`src/rtl/nibble_serial_add_sub_pkg.sv`:
```
// Shared constants for the nibble-serial add/subtract controller:
// operation encodings and FSM state encodings.
package nibble_serial_add_sub_pkg;

    localparam logic OP_ADD = 1'b0;
    localparam logic OP_SUB = 1'b1;

    typedef enum logic [1:0] {
        S_IDLE = 2'd0,
        S_RUN  = 2'd1,
        S_DONE = 2'd2
    } state_t;

endpackage

```
`src/rtl/nibble_serial_add_sub_adder.sv`:
```
// 4-bit adder stage with carry in and carry out. It is purely combinational
// and is used once per clock by the nibble-serial controller.
module full_adder_4b (
    input  logic [3:0] a,
    input  logic [3:0] b,
    input  logic       ci,
    output logic [3:0] s,
    output logic       co
);

    logic [4:0] sum_full;

    // Add both operands and the incoming carry.
    // The top bit of the 5-bit sum is the carry out.
    always_comb begin
        sum_full = {1'b0, a} + {1'b0, b} + {4'b0000, ci};
        s        = sum_full[3:0];
        co       = sum_full[4];
    end

endmodule

```
`src/rtl/nibble_serial_add_sub.sv`:
```
// Wide two's-complement add/subtract computed one nibble per clock through a
// single 4-bit adder. Operands are accepted with a start/ready handshake, and
// completion is signalled by a one-cycle done pulse with carry and overflow
// flags.
module nibble_serial_add_sub
    import nibble_serial_add_sub_pkg::*;
#(
    parameter int NIBBLES = 4
) (
    input  logic                 clk,
    input  logic                 rst,
    input  logic                 start,
    input  logic                 op,
    input  logic [4*NIBBLES-1:0] a,
    input  logic [4*NIBBLES-1:0] b,
    output logic                 ready,
    output logic                 busy,
    output logic                 done,
    output logic [4*NIBBLES-1:0] result,
    output logic                 carry_out,
    output logic                 overflow
);

    localparam int W     = 4 * NIBBLES;
    localparam int IDX_W = $clog2(NIBBLES);
    localparam logic [IDX_W-1:0] LAST_IDX = IDX_W'(NIBBLES - 1);

    state_t           state_q, state_d;
    logic [IDX_W-1:0] idx_q, idx_d;
    logic             carry_q, carry_d;
    logic [W-1:0]     result_q, result_d;
    logic             carry_out_q, carry_out_d;
    logic             overflow_q, overflow_d;

    // Operand registers are pure data. They are loaded only on the
    // accepting edge and are never reset.
    logic [W-1:0]     a_q, a_d;
    logic [W-1:0]     b_q, b_d;
    logic             op_q, op_d;

    logic [3:0]       add_a, add_b, add_s;
    logic             add_ci, add_co;
    logic             b_eff_msb;

    // Select the current nibble for the adder. In subtract mode, B is inverted
    // here; the +1 comes from the carry register, which is preset to op.
    always_comb begin
        add_a     = a_q[4*idx_q +: 4];
        add_b     = (op_q == OP_SUB) ? ~b_q[4*idx_q +: 4] : b_q[4*idx_q +: 4];
        add_ci    = carry_q;
        b_eff_msb = b_q[W-1] ^ op_q;
    end

    full_adder_4b u_adder (
        .a  ({add_a[3], add_a[2], add_a[1], add_a[0]}),
        .b  ({add_b[3], add_b[2], add_b[1], add_b[0]}),
        .ci (add_ci),
        .s  ({add_s[3], add_s[2], add_s[1], add_s[0]}),
        .co (add_co)
    );

    // Next-state logic: accept operands in IDLE, process one nibble per RUN
    // cycle, then spend one cycle in DONE.
    always_comb begin
        state_d     = state_q;
        idx_d       = idx_q;
        carry_d     = carry_q;
        result_d    = result_q;
        carry_out_d = carry_out_q;
        overflow_d  = overflow_q;
        a_d         = a_q;
        b_d         = b_q;
        op_d        = op_q;
        case (state_q)
            S_IDLE: begin
                if (start) begin
                    state_d     = S_RUN;
                    a_d         = a;
                    b_d         = b;
                    op_d        = op;
                    idx_d       = '0;
                    carry_d     = op;
                    result_d    = '0;
                    carry_out_d = 1'b0;
                    overflow_d  = 1'b0;
                end
            end
            S_RUN: begin
                result_d[4*idx_q +: 4] = add_s;
                carry_d                = add_co;
                idx_d                  = idx_q + IDX_W'(1);
                if (idx_q == LAST_IDX) begin
                    state_d     = S_DONE;
                    idx_d       = '0;
                    carry_out_d = add_co;
                    overflow_d  = (a_q[W-1] == b_eff_msb) && (add_s[3] != a_q[W-1]);
                end
            end
            S_DONE: begin
                state_d = S_IDLE;
            end
            default: begin
                state_d = S_IDLE;
            end
        endcase
    end

    // Control and result registers, with synchronous reset.
    always_ff @(posedge clk) begin
        if (rst) begin
            state_q     <= S_IDLE;
            idx_q       <= '0;
            carry_q     <= 1'b0;
            result_q    <= '0;
            carry_out_q <= 1'b0;
            overflow_q  <= 1'b0;
        end else begin
            state_q     <= state_d;
            idx_q       <= idx_d;
            carry_q     <= carry_d;
            result_q    <= result_d;
            carry_out_q <= carry_out_d;
            overflow_q  <= overflow_d;
        end
    end

    // Operand registers (data only, not reset).
    always_ff @(posedge clk) begin
        a_q  <= a_d;
        b_q  <= b_d;
        op_q <= op_d;
    end

    // Handshake outputs are decoded from state; the rest come from registers.
    always_comb begin
        ready     = (state_q == S_IDLE);
        busy      = (state_q == S_RUN);
        done      = (state_q == S_DONE);
        result    = result_q;
        carry_out = carry_out_q;
        overflow  = overflow_q;
    end

endmodule

```
`config.mk`:
```
export PLATFORM = sky130hd
export DESIGN_NAME = nibble_serial_add_sub
export DESIGN_NICKNAME = d
export VERILOG_FILES = /design/src/rtl/nibble_serial_add_sub_pkg.sv /design/src/rtl/nibble_serial_add_sub_adder.sv /design/src/rtl/nibble_serial_add_sub.sv
export SDC_FILE = /design/constraint.sdc
export NUM_CORES = 1
export LEC_CHECK = 0
export BUFFER_PORTS_ARGS = -buffer_cell sky130_fd_sc_hd__clkbuf_2
export CORE_MARGIN = 10
export CORE_UTILIZATION = 55
export CTS_BUF_LIST = sky130_fd_sc_hd__clkbuf_4 sky130_fd_sc_hd__clkbuf_8
export CTS_CLUSTER_DIAMETER = 40
export DETAILED_ROUTE_END_ITERATION = 12
export PLACE_DENSITY = 0.92
export RECOVER_POWER = 50
export SYNTH_ARGS = -nofsm -noshare
export SYNTH_HDL_FRONTEND = slang
export SYNTH_SLANG_ARGS = --single-unit
```
`constraint.sdc`:
```
create_clock -name clk -period 2.8 [get_ports clk]
set_input_delay 0.42 -clock clk [delete_from_list [all_inputs] [get_ports clk]]
set_output_delay 0.42 -clock clk [all_outputs]
set_load 0.005 [all_outputs]
```
==> flow_summary.json <==
{
  "power_frac_clock_pct": 30.1,
  "power.density_nw_per_um2": 622,
  "finalHoldViolCount": 0,
  "dpl.hpwl_microns": 3600,
  "worst_pin_slew_ns": 0.522,
  "p_sw_share_pct": 25.0,
  "synth_cell_types": 35,
  "place.gp.congestion": 0.823,
  "grt_max_degree": 35,
  "p_leak_nw": 1.11,
  "portBuffers": 56,
  "ys_top_cells_by_area": "edfxtp_1 41%, dfxtp_1 19%, mux4_2 7.5%",
  "fin_area_sq_um": 2820,
  "syn-num-nets": 222,
  "final_common_cell": "clkbuf_2",
  "worst_skew_pair.late_latency_ns": 0.32,
  "grt.total_usage_pct": 13.8,
  "cts_setup_buffers": 0,
  "syn_area_per_cell_sq_um": 13.5,
  "drt-initial-drc-count": 84,
  "yosys_warnings": 0,
  "pin_count": 57,
  "antenna_found_initial": 0,
  "rsz0062_at_grt": "no",
  "cts_tree": "done",
  "drc_errors": 0,
  "period_share_pct": 92.6,
  "crit_path_start_kind": "flop",
  "ant_nets": 0,
  "critPathMaxFanout": 6,
  "p_int_mw": 1.32,
  "cts-buffers-inserted": 5,
  "grt_pass1_wl_microns": 8290,
  "ys_seq_area_share_pct": 60.6,
  "post_drt_via_cell_ratio": 5.58,
  "dr.pass1.iters": 4,
  "comb_power_share_pct": 16.3,
  "clk_pin_slew_worst_paths_ns": 0.09,
  "slew_headroom_pct": 65.0,
  "die_width_microns": 86.0,
  "rows": 23,
  "hold_slack_ns": 0.278,
  "grt_pass1_vias": 1697,
  "crit_type": "flop to flop",
  "clock-sinks": 56,
  "final.setup_skew_ns": 0.0139,
  "final_cell_mix": "39 x clkbuf_2, 33 x edfxtp_1, 22 x dfxtp_1, 18 x nor2_1, 16 x clkbuf_1",
  "fin_nets": 281,
  "outcome": "finished clean",
  "crit_arrival_ns": 2.79,
  "cts.htree.levels": 2,
  "dieArea_sq_um": 7390,
  "critPathCaptureType": "flop",
  "cts_root_buf": "clkbuf_8",
  "drt_wl_total_microns": 4910,
  "fmax_ghz": 0.386,
  "yosys.area.top_type": "edfxtp_1",
  "slew_viol_final": 0,
  "required_ns": 3.00,
  "hold_buffers": 0,
  "wl_per_cell_microns": 17.1,
  "maxCapViolations": 0,
  "syn_area_sq_um": 2390,
  "die_h_microns": 86.0,
  "finalSetupViolCount": 0,
  "drive_gt1_share_pct": 28.7,
  "syn_to_final_growth_pct": 17.8,
  "coreArea_sq_um": 4120,
  "syn_inst": 177,
  "clock_path_buffers": 2,
  "yosys_register_bits": 56,
  "gr-total-overflow": 0,
  "min_path_type": "input pin to flop",
  "period_minus_slack_ns": 2.59,
  "place_area_sq_um": 2720,
  "num_vias": 1602,
  "start_util_pct": 58.2,
  "ir_worst_vdd_uv": 364,
  "synth_top_area_share_pct": 41.4,
  "power_frac_seq_pct": 53.6,
  "switchingPower_mw": 0.439,
  "antenna_cells": 0
}
[path summary, 6_finish.rpt]
| check | from | end | slack, ns | cells past startpoint |
|---|---|---|---|---|
| max | idx_q[0] | result[15] | 0.21 | 7 |
| min | b[3] | b_q[3] | 0.28 | 1 |
| max reg2reg | idx_q[0] | result[15] | 0.21 | 7 |
| min reg2reg | carry_out | carry_out | 0.46 | 2 |
[critical path: stages, from the launching register on]
cell and delay (ns):
dfxtp_2 0.43, mux4_2 0.54, xor2_1 0.27, ha_1 0.29, and3b_1 0.17, or3_1 0.47, a32oi_1 0.25, nor2_1 0.05
[final cells by class]
class	instances	area, sq um
Sequential cell	56	1450
Fill cell	309	1290
Multi-Input combinational cell	103	863
Timing Repair Buffer	61	297
Clock buffer	6	76.3
Tap cell	50	62.6
Clock inverter	2	35.0
Inverter	9	33.8
[power groups by stage]
stage	sequential [mW]	combinational [mW]	clock, mW
floorplan	0.948	0.188	0
global placement	0.957	0.267	0
detailed placement	0.959	0.281	0
CTS	0.940	0.288	0.536
global route	0.946	0.314	0.576
finish	0.940	0.286	0.528
[timing repair]
action | in CTS | in global routing
endpoints found under the hold margin | 0 | 0
endpoints found under the setup margin | 5 | 13
resized for setup | 1 | 2
[per-layer routing]
metal | routed length, microns | GRT usage [%]
met1 | 2040 | 16.2
met2 | 2430 | 22.4
met3 | 362 | 5.01
met4 | 76 | 5.09
met5 | 0 | 0
[flip-flops by register name, summed over array words and instances, names as in the netlist]
| signal | count |
|---|---|
| state_q | 2 |
| op_q | 1 |
| add_ci | 1 |
| b_q | 16 |
| idx_q | 2 |
| carry_out | 1 |
| a_q | 16 |
| result | 16 |
| overflow | 1 |
[cells by family after synthesis]
| kind of cell | synth area share (%) |
|---|---|
| adders and majority gates | 5.33 |
| buffers and inverters | 3.61 |
| DFF | 60.6 |
| xor gates and xnor gates | 2.20 |
| AOI/OAI and AO/OA | 9.15 |
| muxes | 7.53 |
| and+or+nand+nor | 11.6 |
[synth_stat cells, drive strengths merged]
cell / instances
a21o: 6
a21oi: 5
a22oi: 12
a31oi: 2
a32oi: 3
and3: 2
and3b: 1
and4bb: 2
buf: 6
clkbuf: 3
dfxtp: 23
edfxtp: 33
fa: 2
ha: 7
inv: 9
mux4: 8
nand2: 10
nand2b: 3
nand3: 6
nand3b: 1
nor2: 18
nor2b: 1
nor3: 1
nor3b: 1
nor4: 1
nor4b: 1
o2111ai: 1
o21ai: 2
or3: 1
xnor2: 1
xor2: 5
[metrics by stage]
step,setup TNS (ns),utilization [%],worst slack (ns),power [mW],std cells
global route,0,68.5,0.0360,1.84,287
finish,0,68.5,0.207,1.75,287
floorplan,0,-,0.305,1.14,177
global placement,0,66.1,0.164,1.22,279
CTS,0,68.8,0.0205,1.76,287
detailed placement,-0.0943,66.1,-0.0266,1.24,279
Note: power is estimated with default switching activity, not from simulation.
